$ cat src/rtl/ones_result_fifo.sv
// rtl/ones_result_fifo.sv - result FIFO capturing popcount results on done rising edges
//
// Purpose: stores each upstream popcount result (captured on the rising edge
// of done) in a small circular FIFO, hands entries to a consumer with a
// one-cycle registered read, and flags dropped results with a sticky
// overflow bit. Optional running total enabled by macro ONES_TOTAL_EN.
//
// Ports:
//   clk        - single clock, rising edge
//   reset      - asynchronous active-low reset
//   bit_count  - popcount result from the upstream ones counter
//   done       - upstream completion flag, level-high while result is held
//   clr        - synchronous clear of pointers, level, overflow, total
//   rd_en      - consumer pop request
//   rd_data    - popped result, registered
//   rd_valid   - one-cycle pulse marking rd_data updated
//   empty      - FIFO empty
//   full       - FIFO full
//   level      - current entry count
//   overflow   - sticky flag, a result was dropped while full
//   total      - saturating sum of accepted results (ONES_TOTAL_EN only)

module ones_result_fifo #(
   parameter int counter_size = 3,
   parameter int fifo_depth   = 4,
   parameter int total_size   = 8
) (
   input  logic                            clk,
   input  logic                            reset,
   input  logic [counter_size-1:0]         bit_count,
   input  logic                            done,
   input  logic                            clr,
   input  logic                            rd_en,
   output logic [counter_size-1:0]         rd_data,
   output logic                            rd_valid,
   output logic                            empty,
   output logic                            full,
   output logic [$clog2(fifo_depth):0]     level,
   output logic                            overflow
`ifdef ONES_TOTAL_EN
   ,
   output logic [total_size-1:0]           total
`endif
);

   localparam int aw = $clog2(fifo_depth);
   localparam int lw = aw + 1;

   logic [counter_size-1:0] mem [fifo_depth];
   logic [aw-1:0]           wr_ptr;
   logic [aw-1:0]           rd_ptr;
   logic                    done_q;
   logic                    init_q;
   logic                    capture;
   logic                    pop;
   logic                    push;
   logic                    drop;

   assign empty = (level == '0);
   assign full  = (level == lw'(fifo_depth));

   // init_q masks the first cycle after reset release so a done that was
   // already high is seen as "already captured" (done_q effectively 1).
   assign capture = done & ~done_q & ~init_q;

   // clr wins over everything else; an empty FIFO never pops, so a capture
   // into an empty FIFO cannot bypass to rd_data.
   assign pop  = rd_en & ~empty & ~clr;
   assign push = capture & (~full | pop) & ~clr;
   assign drop = capture & full & ~pop & ~clr;

   always_ff @(posedge clk or negedge reset) begin
      if (!reset) begin
         done_q   <= 1'b0;
         init_q   <= 1'b1;
         wr_ptr   <= '0;
         rd_ptr   <= '0;
         level    <= '0;
         overflow <= 1'b0;
         rd_valid <= 1'b0;
         rd_data  <= '0;
      end else begin
         done_q <= done;
         init_q <= 1'b0;
         if (clr) begin
            wr_ptr   <= '0;
            rd_ptr   <= '0;
            level    <= '0;
            overflow <= 1'b0;
            rd_valid <= 1'b0;
         end else begin
            rd_valid <= pop;
            if (pop) begin
               rd_data <= mem[rd_ptr];
               rd_ptr  <= rd_ptr + aw'(1);
            end
            if (push) begin
               wr_ptr <= wr_ptr + aw'(1);
            end
            case ({push, pop})
               2'b10:   level <= level + lw'(1);
               2'b01:   level <= level - lw'(1);
               default: level <= level;
            endcase
            if (drop) begin
               overflow <= 1'b1;
            end
         end
      end
   end

   // Storage is not reset: clearing level and pointers discards the entries.
   // When full with a simultaneous pop, wr_ptr equals rd_ptr; the read above
   // samples the old entry before this write lands.
   always_ff @(posedge clk) begin
      if (push) begin
         mem[wr_ptr] <= bit_count;
      end
   end

`ifdef ONES_TOTAL_EN
   localparam int tw = total_size + 1;

   logic [tw-1:0] total_sum;

   assign total_sum = {1'b0, total} + tw'(bit_count);

   always_ff @(posedge clk or negedge reset) begin
      if (!reset) begin
         total <= '0;
      end else if (clr) begin
         total <= '0;
      end else if (push) begin
         total <= total_sum[total_size] ? '1 : total_sum[total_size-1:0];
      end
   end
`endif

endmodule

$ cat config.mk
export PLATFORM = sky130hd
export DESIGN_NAME = ones_result_fifo
export DESIGN_NICKNAME = d
export VERILOG_FILES = /design/src/rtl/ones_result_fifo.sv
export SDC_FILE = /design/constraint.sdc
export NUM_CORES = 1
export LEC_CHECK = 0
export CAP_MARGIN = 20
export CORE_MARGIN = 2
export CORE_UTILIZATION = 37
export CTS_CLUSTER_SIZE = 24
export DETAILED_ROUTE_END_ITERATION = 8
export HOLD_SLACK_MARGIN = 0.1
export PLACE_DENSITY = 0.62
export SYNTH_ARGS = -nofsm -noshare
export SYNTH_HDL_FRONTEND = slang
export SYNTH_SLANG_ARGS = --single-unit
$ cat constraint.sdc
create_clock -name clk -period 2.5 [get_ports clk]
set_clock_uncertainty 0.15 [all_clocks]
set_input_delay 0.375 -clock clk [delete_from_list [all_inputs] [get_ports clk]]
set_output_delay 0.375 -clock clk [all_outputs]
set_load 0.1 [all_outputs]
==> impl_metrics.json <==
{
  "status": "complete, no violations",
  "p_sw_uw": 682.7,
  "synthesis.area_sq_um": 1314,
  "fin_crit_ps": 2375,
  "rsz0062_at_grt": "false",
  "relSlewSlack": 0.5546,
  "ys_warn_count": 0,
  "hold_slack_ps": 284.9,
  "layout_commonest_cell": "buf_4",
  "pwr_density_cell_nw_per_um2": 954.8,
  "slowest_delay_ps": 500,
  "die_w_microns": 63.59,
  "p_seq_frac": 0.334,
  "cts_sinks": 26,
  "antenna_cells": 0,
  "dp.final_hpwl_microns": 1786,
  "ys.flop_type": "dfrtp_1",
  "fill_cells": 312,
  "regToRegSetupSlack_ps": 130,
  "synth_area_per_cell_sq_um": 12.75,
  "path_buf_inv": 1,
  "tritoncts": "built",
  "gp_congestion": 0.7850,
  "core.rowCount": 21,
  "critPathCaptureType": "flop",
  "synth.largest_area_cell": "edfxtp_1",
  "remaining_drc_errors": 0,
  "final_nets": 142,
  "track_usage": 0.1332,
  "hold_buffers": 0,
  "viasPerCell": 4.845,
  "finish.utilization": 0.4967,
  "area_delta_synth_final_pct": 27.14,
  "crit_chain": "or3_4, clkinv_8, nor3_4, fa_2, or3b_4, o21ai_1, nand2_1, a31oi_2",
  "route.antenna.remaining_nets": 0,
  "synth_top_area_share": 0.2743,
  "grt_start_max_net_pins": 16,
  "preCtsSetupSlack_ps": -51.82,
  "irDropWorstVdd_mv": 0.2827,
  "cts_buffers": 3,
  "synth-seq-area-share": 0.5419,
  "clkLatencyLatePin_ps": 320,
  "p_leak_nw": 0.6434,
  "path_delay_family": "simple AND/OR/NAND/NOR gates",
  "core_area_sq_um": 3363,
  "syn_nets": 116,
  "synth-edff-count": 12,
  "drt-total-wl_microns": 2425,
  "clock_path_buffers": 2,
  "num_vias": 843,
  "p_comb_frac": 0.484,
  "pin_count": 18,
  "routedWlPerCell_microns": 13.94,
  "p_total_mw": 1.595,
  "max_cap_violations": 0,
  "placed_cells": 168,
  "antenna_found_initial": 0,
  "worstSetupPathType": "flop to flop",
  "mostFrequentLayoutCells": "18 x buf_4, 12 x edfxtp_1, 10 x dfrtp_1",
  "grt_pass1_wl_microns": 4146,
  "setup_violations": 0,
  "hold_viol_final": 0,
  "worstMarginPinSlew_ps": 666.1,
  "numPortBuffers": 17,
  "start_util": 0.3906,
  "clk_pin_slew_ps": 140,
  "start_kind": "flop",
  "min_path_type": "input pin to asynchronous set/reset pin",
  "design.die.area_sq_um": 4043,
  "cp.arrival_ps": 2480,
  "ys_ff_latch": 26,
  "drt-initial-drc-count": 30,
  "fin_crit_sh": 0.9498,
  "grt_pass1_vias": 879,
  "path_max_fanout": 5,
  "drive_above_1_share": 0.3594,
  "slowest_stage": "dfrtp_4",
  "synth_async_sr_flop_share": 0.5385,
  "root_buffer": "clkbuf_4",
  "clkPwrFrac": 0.182,
  "synth.top_cells.by_area": "edfxtp_1 27%, dfrtp_1 25%, mux4_2 5.1%",
  "fin_cells": 174,
  "worst_ep_required_time_ps": 2610,
  "die_y_microns": 63.59,
  "switching_share": 0.4281,
  "dr.pass1.iters": 4,
  "p_int_uw": 912.1,
  "fmax_ghz": 0.4211,
  "ctsHtreeMaxLevel": 1,
  "synthCells": 103,
  "synth_cell_types": 40,
  "setup_ws_ps": 125.4,
  "overflow": 0,
  "drv_slew": 0
}
[layer usage]
metal / global-route usage / vias up / part of all wire
li1: - / 416 / -
met1: 0.1717 / 411 / 0.47
met2: 0.2158 / 12 / 0.49
met3: 0.02321 / 4 / 0.028
met4: 0.06522 / 0 / 0.012
met5: 0 / - / 0
[cells in the mapped netlist, types with 2 or more instances]
library cell   n
xnor2_1        2
nor2_1         9
xor2_1         2
nand3_1        2
ha_1           4
mux4_2         3
and2_1         5
inv_1          3
dfrtp_1       13
edfxtp_1      12
mux2_4         3
buf_2          3
a211oi_1       2
o21ai_0        6
nor3_1         3
nand2_1        4
a31oi_1        2
o22ai_1        2
a21oi_1        2
[final cells by class]
class | count | area, sq um | area share
clock buffer | 3 | 22.52 | 0.01348
clock inverter | 1 | 30.03 | 0.01798
inverter | 4 | 27.53 | 0.01648
multi-input combinational | 67 | 566.8 | 0.3393
sequential | 26 | 720.7 | 0.4315
tap | 46 | 57.56 | 0.03446
timing repair buffer | 27 | 245.2 | 0.1468
[path summary, 6_finish.rpt]
path | startpoint | end | cells past startpoint
max reg2reg | level[1] | level[2] | 8
min | reset | rd_data[2] | 1
max in group asynchronous | reset | level[2] | 1
min reg2reg | overflow | overflow | 2
min in group clk | done | done_q | 1
max | level[1] | level[2] | 8
[power by group through the flow]
stage	combinational [mW]	clock (mW)	sequential, mW
floorplan	0.332	0	0.806
CTS	0.762	0.301	0.539
detailed placement	0.762	0	0.548
global route	0.806	0.318	0.539
global placement	0.754	0	0.546
finish	0.772	0.290	0.532
[worst reg2reg max path: stages, from the launching register on]
cell and delay [ps]:
dfrtp_4 500, or3_4 440, clkinv_8 90, nor3_4 40, fa_2 360, or3b_4 370
o21ai_1 130, nand2_1 70, a31oi_2 150
[flip-flops by register name, indices dropped and copies added (netlist names)]
signal / flops
done_q: 1
rd_data: 3
rd_ptr: 2
mem: 12
wr_ptr: 2
level: 3
overflow: 1
rd_valid: 1
init_q: 1
[through the flow]
stage | cell area, sq um | TNS [ps]
4_1_cts | 1649 | 0
2_1_floorplan | 1353 | -307.4
6_report | 1670 | 0
3_5_place_dp | 1597 | -51.82
5_1_grt | 1670 | 0
3_3_place_gp | 1597 | 0
[kinds of logic after synthesis]
family,count (synthesis),share of synthesized area
AO/OA/AOI/OAI,17,0.08476
XOR/XNOR,4,0.02667
other,1,0.002854
multiplexers,7,0.09333
AND/OR/NAND/NOR,33,0.1533
flip-flops,26,0.5419
adder cells (fa/ha/maj),5,0.05334
buffers and inverters,10,0.04381
[repair_timing]
action | 4_1_cts | 5_1_grt
buffers inserted | 0 | 2
gates resized for setup | 0 | 1
setup endpoints to repair | 0 | 1
Power figures use the tool's default switching activity.
